[config.mk]
export PLATFORM = sky130hd
export DESIGN_NAME = weight_mem_arbiter
export DESIGN_NICKNAME = d
export VERILOG_FILES = /design/src/rtl/ssd_pkg.sv /design/src/rtl/weight_mem_arbiter_rr_pick.sv /design/src/rtl/weight_mem_arbiter.sv
export SDC_FILE = /design/constraint.sdc
export NUM_CORES = 1
export LEC_CHECK = 0
export ABC_CLOCK_PERIOD_IN_PS = 9610
export BUFFER_PORTS_ARGS = -buffer_cell sky130_fd_sc_hd__buf_4
export CELL_PAD_IN_SITES_DETAIL_PLACEMENT = 0
export CELL_PAD_IN_SITES_GLOBAL_PLACEMENT = 2
export CORE_MARGIN = 5
export CORE_UTILIZATION = 33
export DETAILED_ROUTE_END_ITERATION = 6
export PLACE_DENSITY_LB_ADDON = 0.1
export SLEW_MARGIN = 30
export SYNTH_ARGS = -nofsm -noshare
export SYNTH_HDL_FRONTEND = slang
export SYNTH_SLANG_ARGS = --single-unit
[constraint.sdc]
create_clock -name clk -period 9.61 [get_ports clk]
set_input_delay 1.4415 -clock clk [delete_from_list [all_inputs] [get_ports clk]]
set_output_delay 1.4415 -clock clk [all_outputs]
set_load 0.05 [all_outputs]
[src/rtl/ssd_pkg.sv]
`default_nettype none
// ----------------------------------------------------------------------------
// ssd_pkg : shared arbiter state type and datapath width defaults  | rev 1.0
// ----------------------------------------------------------------------------
package ssd_pkg;

  typedef enum logic [0:0] {
    ARB_IDLE  = 1'b0,
    ARB_ISSUE = 1'b1
  } arb_state_e;

  localparam int ADDR_W_DEF = 16;
  localparam int DATA_W_DEF = 32;
  localparam int LEN_W_DEF  = 8;

  function automatic int idx_w(input int n);
    return (n > 1) ? $clog2(n) : 1;
  endfunction

endpackage
`default_nettype wire

[src/rtl/weight_mem_arbiter_rr_pick.sv]
`default_nettype none
// ----------------------------------------------------------------------------
// rr_pick : combinational rotating-priority selector starting at ptr  | rev 1.0
// ----------------------------------------------------------------------------
module rr_pick
  import ssd_pkg::*;
#(
  parameter int N    = 4,
  parameter int ID_W = idx_w(N)
) (
  input  logic [N-1:0]    req,
  input  logic [N-1:0]    mask,
  input  logic [ID_W-1:0] ptr,
  output logic            any,
  output logic [ID_W-1:0] idx,
  output logic [N-1:0]    onehot
);

  logic [N-1:0]    cand;
  logic [ID_W-1:0] pos;

  assign cand = req & ~mask;

  always_comb begin
    any    = 1'b0;
    idx    = '0;
    onehot = '0;
    pos    = '0;
    // Walk from the farthest offset down so the candidate nearest ptr wins.
    for (int k = N - 1; k >= 0; k--) begin
      pos = ID_W'((int'(ptr) + k) % N);
      if (cand[pos]) begin
        any = 1'b1;
        idx = pos;
      end
    end
    if (any) begin
      onehot = N'(1) << idx;
    end
  end

endmodule
`default_nettype wire

[src/rtl/weight_mem_arbiter.sv]
`default_nettype none
// ----------------------------------------------------------------------------
// weight_mem_arbiter : round-robin burst read arbiter for the weight buffer  | rev 1.0
// ----------------------------------------------------------------------------
module weight_mem_arbiter
  import ssd_pkg::*;
#(
  parameter int NUM_REQ = 4,
  parameter int ADDR_W  = ADDR_W_DEF,
  parameter int DATA_W  = DATA_W_DEF,
  parameter int LEN_W   = LEN_W_DEF,
  parameter int RD_LAT  = 2
) (
  input  logic                      clk,
  input  logic                      rst,
  input  logic [NUM_REQ-1:0]        req,
  input  logic [NUM_REQ*ADDR_W-1:0] req_addr,
  input  logic [NUM_REQ*LEN_W-1:0]  req_len,
  output logic [NUM_REQ-1:0]        gnt,
  output logic                      mem_en,
  output logic [ADDR_W-1:0]         mem_addr,
  input  logic [DATA_W-1:0]         mem_rdata,
  output logic [NUM_REQ-1:0]        rd_valid,
  output logic [DATA_W-1:0]         rd_data,
  output logic                      rd_last,
  output logic                      busy
);

  localparam int ID_W   = idx_w(NUM_REQ);
  localparam int STAGES = RD_LAT + 1;

  arb_state_e          state_q, state_d;
  logic [ID_W-1:0]     ptr_q, ptr_d, owner_q, owner_d;
  logic [ADDR_W-1:0]   base_q, base_d, mem_addr_q, mem_addr_d;
  logic [LEN_W-1:0]    cnt_q, cnt_d, idx_q, idx_d;
  logic [NUM_REQ-1:0]  gnt_q, gnt_d;
  logic                mem_en_q, mem_en_d;
  logic [DATA_W-1:0]   rd_data_q, rd_data_d;

  logic [STAGES-1:0]   pv_q, pv_d, pl_q, pl_d;
  logic [ID_W-1:0]     pid_q [STAGES];
  logic [ID_W-1:0]     pid_d [STAGES];

  logic [ADDR_W-1:0]   addr_arr [NUM_REQ];
  logic [LEN_W-1:0]    len_arr  [NUM_REQ];

  logic                is_last, pick_any;
  logic [ID_W-1:0]     pick_idx;
  logic [NUM_REQ-1:0]  pick_oh, pick_mask;

  for (genvar i = 0; i < NUM_REQ; i++) begin : g_unpack
    assign addr_arr[i] = req_addr[i*ADDR_W +: ADDR_W];
    assign len_arr[i]  = req_len[i*LEN_W +: LEN_W];
  end

  assign is_last   = (state_q == ARB_ISSUE) && (idx_q == cnt_q);
  // The running owner is excluded at its last word so a lingering req is not regranted.
  assign pick_mask = (state_q == ARB_ISSUE) ? (NUM_REQ'(1) << owner_q) : '0;

  rr_pick #(
    .N    (NUM_REQ),
    .ID_W (ID_W)
  ) u_pick (
    .req    (req),
    .mask   (pick_mask),
    .ptr    (ptr_q),
    .any    (pick_any),
    .idx    (pick_idx),
    .onehot (pick_oh)
  );

  always_comb begin
    state_d    = state_q;
    ptr_d      = ptr_q;
    owner_d    = owner_q;
    base_d     = base_q;
    cnt_d      = cnt_q;
    idx_d      = idx_q;
    gnt_d      = '0;
    mem_en_d   = mem_en_q;
    mem_addr_d = mem_addr_q;

    if ((state_q == ARB_ISSUE) && !is_last) begin
      idx_d      = idx_q + LEN_W'(1);
      mem_addr_d = base_q + ADDR_W'(idx_d);
    end

    if ((state_q == ARB_IDLE) || is_last) begin
      if (pick_any) begin
        state_d    = ARB_ISSUE;
        owner_d    = pick_idx;
        ptr_d      = (pick_idx == ID_W'(NUM_REQ - 1)) ? '0 : pick_idx + ID_W'(1);
        base_d     = addr_arr[pick_idx];
        cnt_d      = len_arr[pick_idx];
        idx_d      = '0;
        gnt_d      = pick_oh;
        mem_en_d   = 1'b1;
        mem_addr_d = addr_arr[pick_idx];
      end else begin
        state_d    = ARB_IDLE;
        idx_d      = '0;
        mem_en_d   = 1'b0;
        mem_addr_d = '0;
      end
    end
  end

  // Return tags travel alongside the memory latency; stage RD_LAT-1 lines up with mem_rdata.
  for (genvar s = 0; s < STAGES; s++) begin : g_ret
    if (s == 0) begin : g_head
      assign pv_d[s]  = mem_en_q;
      assign pl_d[s]  = is_last;
      assign pid_d[s] = owner_q;
    end else begin : g_shift
      assign pv_d[s]  = pv_q[s-1];
      assign pl_d[s]  = pl_q[s-1];
      assign pid_d[s] = pid_q[s-1];
    end
  end

  assign rd_data_d = pv_q[STAGES-2] ? mem_rdata : rd_data_q;

  always_ff @(posedge clk or posedge rst) begin
    if (rst) begin
      state_q    <= ARB_IDLE;
      ptr_q      <= '0;
      owner_q    <= '0;
      base_q     <= '0;
      cnt_q      <= '0;
      idx_q      <= '0;
      gnt_q      <= '0;
      mem_en_q   <= 1'b0;
      mem_addr_q <= '0;
      rd_data_q  <= '0;
      pv_q       <= '0;
      pl_q       <= '0;
      for (int s = 0; s < STAGES; s++) begin
        pid_q[s] <= '0;
      end
    end else begin
      state_q    <= state_d;
      ptr_q      <= ptr_d;
      owner_q    <= owner_d;
      base_q     <= base_d;
      cnt_q      <= cnt_d;
      idx_q      <= idx_d;
      gnt_q      <= gnt_d;
      mem_en_q   <= mem_en_d;
      mem_addr_q <= mem_addr_d;
      rd_data_q  <= rd_data_d;
      pv_q       <= pv_d;
      pl_q       <= pl_d;
      for (int s = 0; s < STAGES; s++) begin
        pid_q[s] <= pid_d[s];
      end
    end
  end

  assign gnt      = gnt_q;
  assign mem_en   = mem_en_q;
  assign mem_addr = mem_addr_q;
  assign rd_data  = rd_data_q;
  assign rd_valid = pv_q[STAGES-1] ? (NUM_REQ'(1) << pid_q[STAGES-1]) : '0;
  assign rd_last  = pv_q[STAGES-1] & pl_q[STAGES-1];
  assign busy     = (state_q != ARB_IDLE) | (|pv_q);

endmodule
`default_nettype wire
# == Yosys cells after proc, flatten, opt, wreduce, memory -nomap -nowiden ==
# Index checks and enable logic that the tools add are counted.
# op_classes
bitwise_logic,6
n_shift,3
reduce_logical,7
addsub,6
muxes,33
magnitude_cmp,5
n_eq_ne,2
# op_table
operator,n
two-way mux 16 bit,5
binary-select mux 16 bit (select 2 bit),1
two-way mux 8 bit,4
adder 16 x 8 -> 16 bit,1
binary-select mux 8 bit (select 2 bit),1
two-way mux 4 bit,4
less-than comparator 2 x 3 -> 1 bit (second input constant),4
<< shifter 1 x 2 -> 4 bit (first input constant),3
two-way mux 2 bit,5
two-way mux 1 bit,9
adder 8 x 1 -> 8 bit (second input constant),1
binary-select mux 1 bit (select 2 bit),4
equality test 8 bit,1
adder 2 x 1 -> 2 bit (second input constant),2
adder 2 bit (second input constant),2
AND 4 bit,1
inverter 4 bit,1
>= comparator 3 bit (second input constant),1
inverter 2 -> 3 bit,1
OR reduction 3 bit,1
equality test 2 bit (second input constant),1
logical AND 1 bit,2
AND reduction 2 bit,1
nonzero test 2 bit,1
5 further kinds,5
# word_totals
register_bits,101
elab_cells,76
output_inout_bits,59

# == Longest topological paths before layout ==
# Gate-level depths: netlist of run 1.
# depth
ltp_word,16
depth_mapped,11

# == Cells and area by module ==
# A second synthesis of run 1 with hierarchy kept.
# hier_totals
cells_unflattened,418
hier_area_um2,5323.9
# modules_own_cells
mod,cells_per_inst,instances,area_each_um2
weight_mem_arbiter,380,1,5082.4
rr_pick,38,1,241.5

# == Worst setup path after synthesis of run 1 ==
# OpenSTA, ideal clock, no wires.
# synth_path
kind,input port to flip-flop
from,input port req[0]
to,register ptr_q[1]
slack_ns,6.429
setup_time_ns,0.125
cell_stages,7
arrival_time_ns,3.056
required_ns,9.485
n_path_buf,2
path_cell_list,or3b_2 -> o2bb2ai_1 -> a311oi_4 -> buf_4 -> buf_6 -> ha_1 -> mux2_2
# synth_between
elab_chain_cells,9
word_cells_on_any_way,21
cone_classes,add/sub: 1; eq/ne: 1; mux: 17; bitwise: 1; reduce/logical: 1
# synth_rtl
element,line_no,text
from (decl),weight_mem_arbiter.sv:16,"input logic [NUM_REQ-1:0] req,"
AND 4 bit (*),weight_mem_arbiter_rr_pick.sv:22,assign cand = req & ~mask;
binary-select mux 1 bit (select 2 bit),weight_mem_arbiter_rr_pick.sv:32,if (cand[pos]) begin
two-way mux 1 bit (not written as such),weight_mem_arbiter_rr_pick.sv:32,
two-way mux 2 bit (3 in a row),weight_mem_arbiter_rr_pick.sv:32,
two-way mux 2 bit (*),weight_mem_arbiter_rr_pick.sv:32,
net pick_idx[1],weight_mem_arbiter.sv:48,logic [ID_W-1:0] pick_idx;
adder 2 x 1 -> 2 bit or equality test 2 bit (tied branches),weight_mem_arbiter.sv:92,ptr_d = (pick_idx == ID_W'(NUM_REQ - 1)) ? '0 : pick_idx + ID_W'(1);
two-way mux 2 bit (*),weight_mem_arbiter.sv:92,
to (signal assigned),weight_mem_arbiter.sv:142,ptr_q <= ptr_d;
to (decl),weight_mem_arbiter.sv:33,"logic [ID_W-1:0] ptr_q, ptr_d, owner_q, owner_d;"
# The timed path passes the listed nets; every way through them passes the cells marked *. The select of a mux whose other input is x is not followed.
# A chain may end at the register's enable or synchronous reset.

# == Worst setup path in the final report of run 1 ==
# layout_path
from,input port req[1]
to,register mem_addr_q[15] (netlist: mem_addr[15])
# layout_between
elab_chain_cells,13
word_cells_on_any_way,23
cone_classes,mux: 21; bitwise: 2
# layout_rtl
element,line_no,text
AND 4 bit (*),weight_mem_arbiter_rr_pick.sv:22,
binary-select mux 1 bit (select 2 bit),weight_mem_arbiter_rr_pick.sv:32,
two-way mux 1 bit (not written as such),weight_mem_arbiter_rr_pick.sv:32,
two-way mux 2 bit (4 in a row),weight_mem_arbiter_rr_pick.sv:32,
inverter 2 -> 3 bit (not written as such),weight_mem_arbiter.sv:98,mem_addr_d = addr_arr[pick_idx];
binary-select mux 16 bit (select 2 bit),weight_mem_arbiter.sv:98,
two-way mux 16 bit (not written as such) (2 in a row),weight_mem_arbiter.sv:98,
two-way mux 16 bit (*),weight_mem_arbiter.sv:89,if (pick_any) begin
two-way mux 16 bit (*),weight_mem_arbiter.sv:88,if ((state_q == ARB_IDLE) || is_last) begin
net mem_addr_d[15],weight_mem_arbiter.sv:34,"logic [ADDR_W-1:0] base_q, base_d, mem_addr_q, mem_addr_d;"
to (signal assigned),weight_mem_arbiter.sv:149,mem_addr_q <= mem_addr_d;
to (decl),weight_mem_arbiter.sv:34,
# Marked as above.

==> metrics.cfg, run 1 <==
[run_status]
status=finished clean

[grt]
grt_max_degree=81
grt_use_met1_pct=20.2
gr-usage-met3_pct=3.86
use_met2_pct=23.6
antenna_found_initial=0
grt_use_total_pct=15.1
grt_pass1_wl_um=21500
top_usage_layer=met2
gr-total-overflow=0
grt_pass1_vias=4067

[power_and_ir_drop]
combPwrFrac_pct=52.1
ir_worst_vdd_v=0.000178
power_switching_w=0.000873
pwr-share-clk_pct=16.0
p_leak_nw=3.55
power.share.sequential_pct=31.9
switching_share_pct=42.0
intPower_w=0.00121
power_density_mw_per_mm2=297

[logic_synthesis]
synth_warnings=0
synth_top_family_by_area=multiplexers
synth_compound_area_share_pct=13.5
synth_edf_count=0
synthSimpleGateAreaFrac_pct=9.13
syn_nets=567
ys_async_sr_fraction_pct=100
synth_seq_area_share_pct=49.6
netlist_top_cells_area=dfrtp_1 (50%), mux2i_1 (9.4%), mux2_2 (7.3%), a21o_1 (4.4%), ha_1 (3.4%)
ys_types=51
synth-seq-cells=101
synth_area_sq_mm=0.00510
synth.avg_cell_area_sq_um=12.2
synthXorXnorAreaFrac_pct=4.64
synth_fa_ha_area_share_pct=3.83
yosys.area.top_type=dfrtp_1
synth_ff_type=dfrtp_1
syn_inst=418
muxShareOfSynthArea_pct=16.7
yosys.area.top_type_share_pct=49.6

[worst_setup_path]
cp.arrival_ns=3.92
reg2reg_slack_ns=6.26
end_kind=flop
r2r_start=mem_en
worst-setup-path-type=in -> reg
reg2regPathDepth=7
cp.required_ns=9.84
start_kind=primary input
crit_fanout=41
rr_endpoint=mem_addr[15]

[die]
pin_count=193
dieHeight_um=134
initial_core_util_pct=33.5
rows=45
fp.coreArea_sq_mm=0.0152
die_w_um=134
fp.dieArea_sq_mm=0.0180

[layout]
final_cell_count_no_fill=799
layout.nets=756
drive_gt1_share_pct=43.0
diodes=0
synthToLayoutAreaGrowth_pct=37.4
layout_common_cells=buf_4 (196), dfrtp_1 (101), mux2i_1 (48), mux2_2 (33), a21o_1 (30)
final_core_util_pct=46.1
final_common_cell=buf_4

[cts]
ctsHoldBuffers=0
post_cts_buffers=0
cts.sinks=101
clk_path_buf_depth=2
cts_tree=done
cts_buffers=9
htreeDepth=3
clkTransAtPathRegs_ns=0.06
post_cts_resized=0
cts_root_buffer=clkbuf_16
insertion_delay_ns=0.34

[routing]
drc=0
viasPerCell=4.86
first_pass_iters=4
drt-wirelength-per-cell_um=17.0
dr_total_vias=3884
wirelength_um=13500
ant_nets=0
drt_iter0_markers=105

[timing]
fmax_mhz=271
min_period_ns=3.69
maxSlewViolCount=0
timing.final.crit_share_pct=38.4
worstMarginPinSlew_ns=0.863
fin_setup_tns_ns=0
relSlewSlack_pct=42.4
finClkSkew_ns=0.00384
rsz0062_at_grt=no
hold_viol=0
finalSetupViolCount=0

[placement]
gp_congestion=0.738
dpl.cell_count=784
numPortBuffers=192
post-dp-hpwl_um=10200

[worst_hold_path]
min_to=pid_q[0]
min_path_type=reg -> reg
holdPathStages=0
min_from=pid_d[0]

[run]
maxCapViolCount=0

==> area by class of cell <==
| type | instances | area, sq um |
|---|---|---|
| fill | 1449 | 8200 |
| sequential | 101 | 2530 |
| multi-input combinational | 291 | 2470 |
| timing repair buffer | 197 | 1480 |
| clock buffer | 11 | 243 |
| tap | 188 | 235 |
| inverter | 7 | 28.8 |
| clock inverter | 4 | 23.8 |
==> routing by layer <==
metal,wire [um],vias up
met3,989,13
met1,6140,1843
met2,6190,136
li1,-,1892
met5,0,-
met4,222,0
==> per-stage QoR <==
stage               power (W)  hold WS, ns  instance area [sq um]  setup slack (ns)
detailed placement    0.00177        0.342                   6740              5.54
CTS                   0.00211        0.346                   7010              5.91
global route          0.00224        0.367                   7010              5.75
global placement      0.00175        0.332                   6720              5.61
finish                0.00208        0.345                   7010              5.92
floorplan             0.00147        0.331                   5100              5.52
==> Yosys cell counts, drive strengths merged (4+ instances only) <==
library cell,n
dfrtp,101
mux2i,48
mux2,33
a21o,30
nand2,28
xnor2,18
o22ai,16
ha,14
buf,11
nor2,9
o221ai,9
xor2,9
clkbuf,8
and3,7
inv,7
nand3,7
o21ai,7
a21oi,6
nor2b,6
nor3b,5
and2,4
nand2b,4
==> critical path, stage by stage <==
cell and delay [ns]:
buf_4 0.13, nor2b_1 0.13, o2bb2ai_1 0.16, a311oi_4 0.72, buf_4 0.68, mux2i_1 0.31, o22ai_1 0.10, a211o_1 0.23
==> power by group through the flow <==
stage,Clock [W],Sequential (W),Combinational [W]
final,0.000333,0.000665,0.00108
after global routing,0.000361,0.000685,0.00119
after CTS,0.000348,0.000667,0.00110
after detailed placement,0,0.000673,0.00109
after global placement,0,0.000672,0.00108
after floorplan,0,0.000795,0.000675
==> how the worst max path moves through the flow <==
stage,start,to,slack (ns),depth (start not counted)
CTS,req[1],mem_addr[15],5.91,8
finish,req[1],mem_addr[15],5.92,8
global placement,req[1],mem_addr[15],5.61,8
floorplan,rst,base_q[0],5.52,1
global route,req[1],mem_addr[15],5.75,8
detailed placement,req[1],mem_addr[15],5.54,8
==> state kept, by name (all words and copies together) (netlist names), 4 cells and up <==
name	count
rd_data	32
cnt_q	8
mem_addr	16
pid_d	4
gnt	4
idx_q	8
base_q	16
==> cell families after synthesis <==
| logic type | after synthesis |
|---|---|
| XOR/XNOR | 27 |
| AND/OR/NAND/NOR | 85 |
| flip-flops | 101 |
| multiplexers | 81 |
| adder cells (fa/ha/maj) | 15 |
| AO/OA/AOI/OAI | 83 |
| buffers and inverters | 26 |
Note: power is estimated with default switching activity, not from simulation.
==> run 2: changes to the inputs <==
ABC_CLOCK_PERIOD_IN_PS = 3200   (was 9610)
CORE_UTILIZATION = 28   (was 33)
clock period = 3.2 ns   (was 9.61 ns; I/O delays follow)
==> run 2 against run 1 <==
  * Flip-flop and latch count is the same
  * Routed wire length grew 3.5%
  * Utilization shrank 6.1 points
  * Combinational power grew to 3.1 times the previous value
  * Critical endpoint is now mem_addr[9]
==> metrics.cfg, run 2 (same netlist as run 1, synthesis figures left out) <==
[cts]
cts.sinks=101  ; unchanged
cts_buffers=9  ; unchanged
htreeDepth=3  ; unchanged
clk_path_buf_depth=2  ; unchanged
cts_tree=done  ; unchanged
insertion_delay_ns=0.34  ; about the same
clkTransAtPathRegs_ns=0.07  ; was 0.06 ns
ctsHoldBuffers=0  ; unchanged
cts_root_buffer=clkbuf_16  ; unchanged
post_cts_resized=0  ; unchanged
post_cts_buffers=0  ; unchanged

[layout]
diodes=0  ; unchanged
final_core_util_pct=40.0  ; was 46.1%
layout.nets=763  ; was 756
layout_common_cells=buf_4 (202), dfrtp_1 (101), mux2i_1 (48), mux2_2 (33), a21o_1 (30)  ; was buf_4 (196), dfrtp_1 (101), mux2i_1 (48), mux2_2 (33), a21o_1 (30)
fill_cells=1757  ; was 1449
largest_reg_flops=32  ; unchanged
drive_gt1_share_pct=43.8  ; was 43.0%
synthToLayoutAreaGrowth_pct=40.8  ; was 37.4%
final_common_cell=buf_4  ; unchanged

[routing]
drt_iter0_markers=126  ; was 105
viasPerCell=4.63  ; was 4.86
ant_nets=0  ; unchanged
drt-wirelength-per-cell_um=16.5  ; was 17.0 um
drc=0  ; unchanged
first_pass_iters=4  ; unchanged
dr_total_vias=3928  ; was 3884
wirelength_um=14000  ; was 13500 um

[run]
maxCapViolCount=0  ; unchanged

[die]
die_w_um=145  ; was 134 um
pin_count=193  ; unchanged
initial_core_util_pct=28.4  ; was 33.5%
dieHeight_um=145  ; was 134 um
rows=49  ; was 45
fp.coreArea_sq_mm=0.0180  ; was 0.0152 sq mm
fp.dieArea_sq_mm=0.0210  ; was 0.0180 sq mm

[worst_setup_path]
crit_buf_inv=0  ; was 2
end_kind=flop  ; unchanged
critical-path-top-delay-family=compound AO/OA/AOI/OAI gates  ; unchanged
start_kind=flop  ; was primary input
reg2regPathDepth=11  ; was 7
cp.required_ns=3.43  ; was 9.84 ns
reg2reg_slack_ns=0.45  ; was 6.26 ns
cp_slowest_cell=a211oi_1  ; was a311oi_4
rr_endpoint=mem_addr[9]  ; was mem_addr[15]
crit_fanout=6  ; was 41
r2r_start=idx_q[0]  ; was mem_en
path_cells=ha_1 -> nand3_1 -> nor2_1 -> xor2_1 -> ha_1 -> a21oi_1 -> nand2b_1 -> a211oi_1 -> nor3b_1 -> xor2_1 -> a21o_1  ; was buf_4 -> nor2b_1 -> o2bb2ai_1 -> a311oi_4 -> buf_4 -> mux2i_1 -> o22ai_1 -> a211o_1
cp.arrival_ns=2.98  ; was 3.92 ns
worst-setup-path-type=reg -> reg  ; was in -> reg
critPathMaxStageDelay_ns=0.46  ; was 0.72 ns

[timing]
finClkSkew_ns=0.00660  ; was 0.00384 ns
fin_setup_tns_ns=0  ; unchanged
fmax_mhz=364
min_period_ns=2.75
hold_viol=0  ; unchanged
finalSetupViolCount=0  ; unchanged
worstMarginPinSlew_ns=0.619  ; was 0.863 ns
relSlewSlack_pct=58.7  ; was 42.4%
rsz0062_at_grt=no  ; unchanged
maxSlewViolCount=0  ; unchanged
layout_setup_ws_ns=0.452  ; was 5.92 ns
timing.final.crit_share_pct=85.9

[grt]
gr-total-overflow=0  ; unchanged
grt_pass1_wl_um=23300  ; was 21500 um
grt_max_degree=45  ; was 81
antenna_found_initial=0  ; unchanged
grt_pass1_vias=4292  ; was 4067
grt_use_total_pct=13.6  ; was 15.1%

[placement]
post-dp-hpwl_um=10800  ; was 10200 um
place_ws_ns=0.441  ; was 5.54 ns
gp_congestion=0.739  ; was 0.738
numPortBuffers=192  ; unchanged

[power_and_ir_drop]
p_leak_nw=3.61  ; was 3.55 nW
p_total_w=0.00648  ; was 0.00208 W
power_density_mw_per_mm2=903  ; was 297 mW/mm^2
ir_worst_vdd_v=0.000497  ; was 0.000178 V

[run_status]
status=finished clean  ; unchanged

[worst_hold_path]
min_path_type=in -> async  ; was reg -> reg

-- run 2: cell type report --
class | instances | area [sq um] | share of cell area [%]
Clock inverter | 7 | 98.8 | 1.38
Clock buffer | 9 | 225 | 3.14
Inverter | 7 | 28.8 | 0.401
Sequential cell | 101 | 2530 | 35.2
Tap cell | 229 | 287 | 3.99
Timing Repair Buffer | 204 | 1550 | 21.6
Multi-Input combinational cell | 291 | 2460 | 34.3
-- run 2: report_power, final --
part	total, W	leakage [nW]	internal, W	switching (W)
sequential	0.00199	1.22	0.00168	0.000310
clock	0.00118	0.156	0.000690	0.000494
combinational	0.00330	2.24	0.00144	0.00187
-- run 2: how the worst max path moves through the flow --
| stage | from | to | slack (ns) | cells after the start |
|---|---|---|---|---|
| detailed placement | mem_en | base_q[13] | 0.44 | 6 |
| finish | idx_q[0] | mem_addr[9] | 0.45 | 11 |
| global route | idx_q[0] | mem_addr[15] | 0.17 | 11 |
| global placement | mem_en | mem_addr[11] | 0.50 | 6 |
| floorplan | rst | base_q[0] | 0.07 | 1 |
| CTS | mem_en | base_q[13] | 0.41 | 6 |
-- run 2: stage by stage --
| stage | hold slack [ns] | instance area, sq um | std cells |
|---|---|---|---|
| 2_1_floorplan | 0.331 | 5100 | 418 |
| 3_3_place_gp | 0.332 | 6840 | 831 |
| 3_5_place_dp | 0.337 | 6840 | 831 |
| 4_1_cts | 0.218 | 7160 | 847 |
| 5_1_grt | 0.255 | 7180 | 848 |
| 6_report | 0.205 | 7180 | 848 |
-- run 2: per-layer routing --
metal  GRT usage (%)  part of all wire (%)
met1            17.8                    45
met2            22.0                    47
met3            3.65                   6.2
met4            4.28                   1.7
met5               0                     0
==> run 3: changes to the inputs <==
GPL_TIMING_DRIVEN = 0   (was unset)
==> run 3 against run 2 <==
  * Flip-flop and latch count did not move
  * Routed wire length is 6.7% higher
  * Clock power decreased by 12%
  * Worst setup slack worse by 0.038 ns
  * Critical path depth stayed put
  * Global-route usage up 0.60 points
  * Die area did not move
  * Final cell count increased by 0.94%
  * Utilization fell by 0.15 points
  * Register-to-register slack got worse by 0.04 ns
  * Worst hold slack worse by 0.064 ns
  * Clock skew grew 0.0015 ns
==> metrics.cfg, run 3 (same netlist as run 1, synthesis figures left out) <==
[cts]
cts_root_buffer=clkbuf_16  ; unchanged
cts_tree=done  ; unchanged
insertion_delay_ns=0.34  ; about the same
clk_path_buf_depth=2  ; unchanged
ctsHoldBuffers=0  ; unchanged
cts.sinks=101  ; unchanged
htreeDepth=3  ; unchanged
cts_buffers=9  ; unchanged
clkTransAtPathRegs_ns=0.07  ; about the same

[die]
dieHeight_um=145  ; unchanged
fp.coreArea_sq_mm=0.0180  ; unchanged
die_w_um=145  ; unchanged
pin_count=193  ; unchanged
initial_core_util_pct=28.4  ; unchanged
fp.dieArea_sq_mm=0.0210  ; unchanged
rows=49  ; unchanged

[routing]
drt_iter0_markers=144  ; was 126
drt-wirelength-per-cell_um=17.5  ; was 16.5 um
ant_nets=0  ; unchanged
viasPerCell=4.60  ; was 4.63
wirelength_um=15000  ; was 14000 um
first_pass_iters=4  ; unchanged
drc=0  ; unchanged
dr_total_vias=3939  ; was 3928

[timing]
min_period_ns=2.79  ; was 2.75 ns
timing.final.crit_share_pct=87.1  ; was 85.9%
layout_setup_ws_ns=0.414  ; was 0.452 ns
finClkSkew_ns=0.00814  ; was 0.00660 ns
rsz0062_at_grt=no  ; unchanged
worstMarginPinSlew_ns=0.897  ; was 0.619 ns
maxSlewViolCount=0  ; unchanged
fin_setup_tns_ns=0  ; unchanged
relSlewSlack_pct=39.5  ; was 58.7%
hold-worst-slack_ns=0.142  ; was 0.205 ns
hold_viol=0  ; unchanged
fmax_mhz=359  ; was 364 MHz
finalSetupViolCount=0  ; unchanged

[placement]
dpl-instance-area_sq_mm=0.00686  ; was 0.00684 sq mm
numPortBuffers=192  ; unchanged
place_ws_ns=0.175  ; was 0.441 ns
post-dp-hpwl_um=11600  ; was 10800 um
gp_congestion=0.797  ; was 0.739

[layout]
drive_gt1_share_pct=43.2  ; was 43.8%
final_core_util_pct=39.8  ; was 40.0%
final_area_sq_mm=0.00715  ; was 0.00718 sq mm
fill_cells=1791  ; was 1757
layout_common_cells=buf_4 (197), dfrtp_1 (101), mux2i_1 (48), mux2_2 (33), a21o_1 (30)  ; was buf_4 (202), dfrtp_1 (101), mux2i_1 (48), mux2_2 (33), a21o_1 (30)
layout.nets=771  ; was 763
final_common_cell=buf_4  ; unchanged
diodes=0  ; unchanged
synthToLayoutAreaGrowth_pct=40.3  ; was 40.8%
largest_reg_flops=32  ; unchanged

[worst_setup_path]
cp_slowest_cell=dfrtp_1  ; was a211oi_1
crit_fanout=6  ; unchanged
critPathMaxStageDelay_ns=0.45  ; was 0.46 ns
worst-setup-path-type=reg -> reg  ; unchanged
start_kind=flop  ; unchanged
cp.arrival_ns=3.02  ; was 2.98 ns
cp.required_ns=3.43  ; about the same
path_cells=ha_1 -> nand3_1 -> nor2_1 -> xor2_1 -> ha_1 -> a21oi_1 -> nand2b_1 -> a211oi_2 -> nor3b_1 -> xor2_1 -> a21o_1  ; was ha_1 -> nand3_1 -> nor2_1 -> xor2_1 -> ha_1 -> a21oi_1 -> nand2b_1 -> a211oi_1 -> nor3b_1 -> xor2_1 -> a21o_1
end_kind=flop  ; unchanged

[power_and_ir_drop]
power_density_mw_per_mm2=891  ; was 903 mW/mm^2
ir_worst_vdd_v=0.000528  ; was 0.000497 V
combPwrFrac_pct=52.6  ; was 51.0%
pwr-share-clk_pct=16.4  ; was 18.3%
switching_share_pct=42.1  ; was 41.2%
intPower_w=0.00369  ; was 0.00381 W
power_switching_w=0.00268  ; was 0.00267 W
power.share.sequential_pct=31.1  ; was 30.7%
p_leak_nw=3.58  ; was 3.61 nW

[run]
maxCapViolCount=0  ; unchanged

[run_status]
status=finished clean  ; unchanged

[grt]
grt_pass1_wl_um=24000  ; was 23300 um
antenna_found_initial=0  ; unchanged
grt_use_total_pct=14.2  ; was 13.6%
grt_max_degree=58  ; was 45
gr-total-overflow=0  ; unchanged
grt_pass1_vias=4305  ; was 4292

[worst_hold_path]
min_path_type=in -> async  ; unchanged

## run 3: worst paths after layout
kind                       slack, ns  cells past startpoint            to      from
setup / recovery                0.41                     11  mem_addr[11]  idx_q[0]
hold reg to reg                 0.35                      0       pl_q[1]   pl_q[0]
hold / removal                  0.14                      2   rd_data[19]       rst
min in group clk                0.35                      0       pl_q[1]   pl_q[0]
max in group asynchronous       2.42                      3     base_q[7]       rst
setup reg to reg                0.41                     11  mem_addr[11]  idx_q[0]
## run 3: stage by stage
stage,instances,total power (W)
CTS,856,0.00647
detailed placement,840,0.00539
finish,856,0.00637
floorplan,418,0.00441
global placement,839,0.00535
global route,856,0.00685
## run 3: power by group through the flow
stage	sequential (W)	combinational [W]	clock, W
floorplan	0.00239	0.00203	0
global placement	0.00200	0.00335	0
detailed placement	0.00200	0.00338	0
CTS	0.00199	0.00339	0.00109
global route	0.00204	0.00367	0.00114
finish	0.00198	0.00335	0.00104
## run 3: critical path, delay by kind of cell, from the launching register on
kind	cells	cell delay [ns]
AOI/OAI and AO/OA	3	0.78
xor gates and xnor gates	2	0.40
adders and majority gates	2	0.55
DFF	1	0.45
and+or+nand+nor	4	0.50
## run 3: cell type report
| type | count | area, sq um | area share [%] |
|---|---|---|---|
| flip-flops and latches | 101 | 2530 | 35.3 |
| well taps | 229 | 287 | 4.01 |
| repair buffers | 193 | 1470 | 20.5 |
| clock buffers | 11 | 253 | 3.53 |
| multi-input cells | 291 | 2440 | 34.1 |
| clock inverters | 5 | 35.0 | 0.490 |
| inverters | 7 | 31.3 | 0.437 |
| plain buffers | 19 | 110 | 1.54 |
## run 3: repair_timing
action	4_1_cts	5_1_grt
resized for setup	0	1
buffers inserted	0	0
setup endpoints to repair	0	4
## run 3: layer usage
metal  routed length [um]  GRT usage [%]
met5                    0              0
met4                  184           3.81
met3                  848           3.59
met2                 7140           23.2
met1                 6780           18.7
